==> src/rtl/dither_pixel_packer.sv <==
`default_nettype none
// ============================================================================
// Module      : dither_pixel_packer
// Description : Packs 4-pixel dithered groups MSB-first into 32-bit words,
//               flushes at end of line, 2-entry registered output FIFO.
// Revision    : 1.0 - initial release
// ============================================================================
module dither_pixel_packer #(
  parameter int OUTPUT_BITS = 1
) (
  input  logic                       clk,
  input  logic                       rst,
  input  logic [OUTPUT_BITS*4-1:0]   din,
  input  logic                       din_valid,
  input  logic                       din_eol,
  output logic                       din_ready,
  output logic [31:0]                dout,
  output logic                       dout_last,
  output logic                       dout_valid,
  input  logic                       dout_ready
);

  localparam int GROUP_W = OUTPUT_BITS * 4;
  localparam int GROUPS  = 32 / GROUP_W;
  localparam int CNT_W   = (GROUPS > 1) ? $clog2(GROUPS) : 1;

  localparam logic [CNT_W-1:0] c_last_cnt = CNT_W'(GROUPS - 1);
  localparam logic [CNT_W-1:0] c_cnt_one  = CNT_W'(1);
  localparam logic [5:0]       c_group_w  = 6'(GROUP_W);
  localparam logic [1:0]       c_fifo_full = 2'd2;

  logic [31:0]      r_sr;
  logic [CNT_W-1:0] r_cnt;

  logic [31:0]      r_e0_data;
  logic             r_e0_last;
  logic [31:0]      r_e1_data;
  logic             r_e1_last;
  logic [1:0]       r_count;

  logic             w_accept;
  logic             w_complete;
  logic             w_pop;
  logic [31:0]      w_din_msb;
  logic [5:0]       w_offset;
  logic [31:0]      w_word;

  assign din_ready  = (r_count != c_fifo_full);
  assign w_accept   = din_valid && din_ready;
  assign w_pop      = dout_valid && dout_ready;
  assign w_complete = w_accept && ((r_cnt == c_last_cnt) || din_eol);

  // Group lands at bit offset cnt*GROUP_W below the MSB; lower bits of sr are still zero.
  assign w_din_msb = {din, {(32 - GROUP_W){1'b0}}};
  assign w_offset  = 6'(r_cnt) * c_group_w;
  assign w_word    = r_sr | (w_din_msb >> w_offset);

  always_ff @(posedge clk) begin
    if (rst) begin
      r_sr  <= '0;
      r_cnt <= '0;
    end else if (w_accept) begin
      if (w_complete) begin
        r_sr  <= '0;
        r_cnt <= '0;
      end else begin
        r_sr  <= w_word;
        r_cnt <= r_cnt + c_cnt_one;
      end
    end
  end

  // Entry 0 is always the head; entry 1 shifts down on pop.
  always_ff @(posedge clk) begin
    if (rst) begin
      r_e0_data <= '0;
      r_e0_last <= 1'b0;
      r_e1_data <= '0;
      r_e1_last <= 1'b0;
      r_count   <= 2'd0;
    end else begin
      case ({w_complete, w_pop})
        2'b10: begin
          if (r_count == 2'd0) begin
            r_e0_data <= w_word;
            r_e0_last <= din_eol;
          end else begin
            r_e1_data <= w_word;
            r_e1_last <= din_eol;
          end
          r_count <= r_count + 2'd1;
        end
        2'b01: begin
          r_e0_data <= r_e1_data;
          r_e0_last <= r_e1_last;
          r_count   <= r_count - 2'd1;
        end
        2'b11: begin
          if (r_count == c_fifo_full) begin
            r_e0_data <= r_e1_data;
            r_e0_last <= r_e1_last;
            r_e1_data <= w_word;
            r_e1_last <= din_eol;
          end else begin
            r_e0_data <= w_word;
            r_e0_last <= din_eol;
          end
        end
        default: begin
          r_count <= r_count;
        end
      endcase
    end
  end

  assign dout       = r_e0_data;
  assign dout_last  = r_e0_last;
  assign dout_valid = (r_count != 2'd0);

endmodule
`default_nettype wire

==> config.mk <==
export PLATFORM = sky130hd
export DESIGN_NAME = dither_pixel_packer
export DESIGN_NICKNAME = d
export VERILOG_FILES = /design/src/rtl/dither_pixel_packer.sv
export SDC_FILE = /design/constraint.sdc
export NUM_CORES = 1
export LEC_CHECK = 0
export CAP_MARGIN = 5
export CORE_AREA = 8 8 131 133
export DETAILED_ROUTE_END_ITERATION = 7
export DIE_AREA = 0 0 139 141
export SLEW_MARGIN = 25
export SYNTH_ARGS = -nofsm -noshare
export SYNTH_HDL_FRONTEND = slang
export SYNTH_SLANG_ARGS = --single-unit
==> constraint.sdc <==
create_clock -name clk -period 4.9 [get_ports clk]
set_clock_uncertainty 0.1 [all_clocks]
set_input_delay 0.49 -clock clk [delete_from_list [all_inputs] [get_ports clk]]
set_output_delay 0.49 -clock clk [all_outputs]
set_load 0.02 [all_outputs]
Word-level counts from Yosys, hierarchy flattened
Index checks and enable logic that the tools add are counted.
{ "totals": {"reg_bits": 103, "latchBits": 0, "ram_bits": 0, "rom_bits": 0, "output_inout_bits": 35, "elab_cells": 47, "mem_count": 0} }
{ "op_classes": {"add_sub_neg": 3, "multipliers": 0, "n_div": 0, "order_cmp": 0, "eq_ne": 9, "shift": 1, "mux": 15, "n_bitwise": 1, "reduce_logical": 11} }
{ "ops": {"columns": ["operator", "count"], "rows": [
  ["$mux W32", 5],
  ["$pmux W32 S3", 1],
  ["$pmux W32 S2", 1],
  ["$or A32 B32 Y32", 1],
  ["$shr A32 B5 Y32", 1],
  ["$ne A2 B2 Y1 const B", 4],
  ["$eq A2 B2 Y1 const B", 3],
  ["$reduce_bool A2 Y1", 3],
  ["$mux W1", 4],
  ["$pmux W2 S2", 1],
  ["$add A3 B1 Y3 const B", 1],
  ["$eq A3 B3 Y1 const B", 1],
  ["$logic_and A1 B1 Y1", 3],
  ["$mux W3", 1],
  ["$pmux W1 S3", 1],
  ["$reduce_and A3 Y1", 1],
  ["$reduce_bool A3 Y1", 1],
  ["$add A2 B1 Y2 const B", 1],
  ["$eq A2 B1 Y1 const B", 1],
  ["$logic_not A2 Y1", 1],
  ["$pmux W1 S2", 1],
  ["$reduce_and A2 Y1", 1],
  ["$sub A2 B1 Y2 const B", 1],
  ["$logic_or A1 B1 Y1", 1]
]} }

Longest topological paths before layout
{ "logic_depth": {"ltp_word": 6, "mapped_depth": 13, "depth_no_buf": 9} }

Least setup slack after synthesis
Ideal clock, no wire load.
{ "synth_path": {"path_type": "flip-flop to flip-flop", "startpoint": "register r_count[0]", "endpoint": "register r_e1_data[12]", "setup_time_ps": 134, "arrival_ps": 2113, "required_ps": 4666, "path_slack_ps": 2552, "path_stages_with_launch": 13, "period_less_slack_ps": 2348, "cell_sequence": "dfxtp_1 > buf_6 > nor2_4 > inv_4 > nand2_2 > inv_2 > buf_6 > buf_4 > ha_1 > and2_1 > nor3_2 > buf_2 > a211oi_1"} }
{ "synth_via": {"elab_chain_cells": 6, "elab_cells_between_ends": 14} }
{ "synth_rtl": {"columns": ["element", "line_no", "rtl"], "rows": [
  ["start: declaration", "39", "logic [1:0] r_count;"],
  ["start signal: assignment", "91", "r_count <= r_count + 2'd1;"],
  ["start signal: assignment", "96", "r_count <= r_count - 2'd1;"],
  ["start signal: assignment", "110", "r_count <= r_count;"],
  ["$ne A2 B2 Y1", "48", "assign din_ready = (r_count != c_fifo_full);"],
  ["$logic_and A1 B1 Y1", "49", "assign w_accept = din_valid && din_ready;"],
  ["$logic_and A1 B1 Y1", "51", "assign w_complete = w_accept && ((r_cnt == c_last_cnt) || din_eol);"],
  ["$eq A2 B2 Y1", "82", "case ({w_complete, w_pop})"],
  ["$ne A2 B2 Y1 (no line) / $reduce_bool A2 Y1 (equally long branches)", null, null],
  ["$reduce_and A3 Y1 (no line)", null, null],
  ["end signal: assignment", "88", "r_e1_data <= w_word;"],
  ["end signal: assignment", "102", "r_e1_data <= w_word;"],
  ["end: declaration", "37", "logic [31:0] r_e1_data;"]
]} }
Parallel ways exist; a longest one is shown, timed or not.
A chain may end at the register's enable or synchronous reset.

Worst setup path in the final report
{ "layout_path": {"startpoint": "register r_count[0]", "endpoint": "register r_e1_data[6]"} }
The elaborated chain is that of the path after synthesis.

==> metrics.md <==
| Metric | Value |
|---|---|
| Final ANT Viol Nets | `0` |
| Area grow syn2layout | `15.3%` |
| R2R cell count | `9` |
| Setup violators final | `0` |
| Placed cells | `715` |
| Setup TNS | `0 ns` |
| Net count after synthesis | `559` |
| Starting density of the core | `33.5%` |
| First-pass GRT wire length | `25.9 mm` |
| GRT Residual Overflow | `0` |
| Worst-Margin Slew | `1.04 ns` |
| H-tree lvl count | `3` |
| Clk root buf | `clkbuf_16` |
| DR vias | `4,760` |
| Count leader, synth | `dfxtp_1` |
| Largest net degree at the start of global routing | `73` |
| IO buf count | `43` |
| Sequential share of power | `35.6%` |
| Internal power | `1.94 mW` |
| Sequential fraction of the synthesis area | `41.1%` |
| Crit share post-route | `73.0%` |
| Final Non-Filler Cells | `730` |
| Switching pwr | `1.20 mW` |
| Mean routed wirelength per cell | `22.3 µm` |
| Final WL | `16.3 mm` |
| RSZ-0062 raised after global routing | `false` |
| Cts repair resizes | `0` |
| YS warnings | `0` |
| Relative slew slack | `30.5%` |
| Net count, final | `552` |
| Initial antenna violation count | `0` |
| Fmax | `0.280 GHz` |
| Min-delay worst type | `reg2reg` |
| Total GRT Usage | `16.4%` |
| Initial DRC Count | `546` |
| Hold Buf Count CTS | `0` |
| Chip height | `141 µm` |
| Async SR Flop Fraction | `0%` |
| Number of enable flip-flop cells after synthesis | `0` |
| Arr. time, crit path | `3.68 ns` |
| Leak Pwr | `1.81 nW` |
| Sw Ratio | `38.2%` |
| Worst Hold Depth | `2` |
| CTS buffer count | `9` |
| Synth top area cells | `dfxtp_1 (41%), a211oi_1 (9.1%), a311oi_1 (5.8%)` |
| Worst skew pair latency | `0.36 ns` |
| Drt drc | `0` |
| Combinational share of power | `38.2%` |
| Register bit total from synthesis | `103` |
| Dominant cell type by area after synthesis | `dfxtp_1` |
| Diodes inserted | `0` |
| Core area | `15,000 µm²` |
| Vias in the first global route | `4,689` |
| Pins Over Slew Limit | `0` |
| DR vias/cell | `6.52` |
| CTS sink cnt | `103` |
| Final Hold Fails | `0` |
| Commonest cells in the netlist | `dfxtp_1 (103), a211oi_1 (61), clkbuf_1 (48)` |
| Io pins | `44` |
| CTS tree | `yes` |
| Avg Inst Size Synth | `9.19 µm²` |
| Clock buffer depth | `2` |
| Endpoint class of the critical path | `flip-flop` |
| Worst EP required | `5.00 ns` |
| Status | `finished, final reports clean` |
| Worst-case vdd ir drop | `232 µV` |
| Postcts setup bufs | `0` |
| Netlist cell types | `44` |
| Top-area cell type share of the netlist area | `41.1%` |
| Clk pin slew, worst setup/hold paths | `0.07 ns` |
| Max Cap Viol | `0` |
| Pwr Density | `543 nW/µm²` |
| DP HPWL | `9.45 mm` |
| Final RePlAce weighted congestion | `0.821` |
| Clk pwr share | `26.2%` |
| Pre-Repair DR Iteration Count | `5` |
| Final critical-path required period | `3.58 ns` |
| Critical path type | `reg2reg` |
| Chip width | `139 µm` |
| Post-synthesis cell area | `5010 µm²` |
| Synthesized instance count | `545` |
| FP Rows | `45` |
| DIE AREA | `19,600 µm²` |
| Largest fanout on the critical path | `35` |
| Setup crit start kind | `flip-flop` |
| Share of layout cells above drive strength 1 | `9.04%` |
| Synth Flop Type | `dfxtp_1` |
path summary, 6_finish.rpt:
check / start / endpoint / slack (ns)
setup / recovery: r_count[0]$_SDFFE_PP0P_ / r_e1_data[6]$_SDFFE_PP0P_ / 1.32
hold / removal: r_e1_last$_SDFFE_PP0P_ / r_e1_last$_SDFFE_PP0P_ / 0.39
setup reg to reg: r_count[0]$_SDFFE_PP0P_ / r_e1_data[6]$_SDFFE_PP0P_ / 1.32
hold reg to reg: r_e1_last$_SDFFE_PP0P_ / r_e1_last$_SDFFE_PP0P_ / 0.39
through the flow:
step           area [µm²]  setup slack (ns)  utilization (%)  total power [mW]  hold WS [ns]
3_5_place_dp         5440              1.33             36.3              2.32         0.372
4_1_cts              5780              1.25             38.6              3.13         0.388
6_report             5780              1.32             38.6              3.14         0.395
2_1_floorplan        5010              2.55                -              1.89         0.349
3_3_place_gp         5440              1.41             36.3              2.29         0.368
5_1_grt              5780              1.13             38.6              3.28         0.425
per-layer routing:
| metal | part of all wire, % | global-route usage [%] |
|---|---|---|
| met5 | 0 | 0 |
| met4 | 2.7 | 8.43 |
| met3 | 7.8 | 3.61 |
| met2 | 45 | 26.1 |
| met1 | 44 | 20.6 |
registers in the layout, indices dropped and copies added (netlist names):
name	count
dout	32
dout_last	1
r_cnt	3
r_count	2
r_e1_data	32
r_e1_last	1
r_sr	32
cell type report:
class                      count  area, µm²
clock buffer                   9        225
fill                        1492       9200
clock inverter                 6        110
tap                          188        235
timing repair buffer          58        538
multi-input combinational    360       2580
sequential                   103       2060
inverter                       6       25.0
kinds of logic (layout without fill, tap and decap cells):
group                      after synthesis  after routing  share of synthesized area, %
xor gates and xnor gates                 2              2                         0.350
adders and majority gates                5              5                          1.25
and+or+nand+nor                        112            112                          14.4
DFF                                    103            103                          41.1
buffers and inverters                   82             79                          7.52
AOI/OAI and AO/OA                      241            241                          35.4
critical path: stages, from the launching register on:
cell and delay [ns]:
dfxtp_1 0.60, nor2_4 0.07, inv_4 0.35, nand2_2 0.13
inv_2 0.40, ha_1 0.31, nor2_1 0.14, nor3_2 0.79
buf_4 0.39, a211oi_1 0.12
power by group through the flow:
stage	sequential, mW	combinational, mW	clock [mW]
6_report	1.12	1.20	0.823
5_1_grt	1.14	1.28	0.864
4_1_cts	1.12	1.19	0.831
3_5_place_dp	1.14	1.18	0
3_3_place_gp	1.13	1.16	0
2_1_floorplan	1.23	0.664	0
placed cells by master (no fill, tap or decap), types with 6 or more instances in the layout:
cell type,Yosys,layout
nor4bb_1,8,8
buf_4,3,15
o31ai_1,6,6
a31oi_1,33,33
o32ai_1,28,28
o211ai_1,33,33
a311oi_1,33,33
and4b_1,12,12
clkbuf_16,0,9
nor3_1,30,30
clkdlybuf4s50_1,0,42
a21oi_1,33,33
a211oi_1,61,61
nor2_1,32,32
dfxtp_1,103,102
No activity file was read; power rests on OpenSTA's default activity.
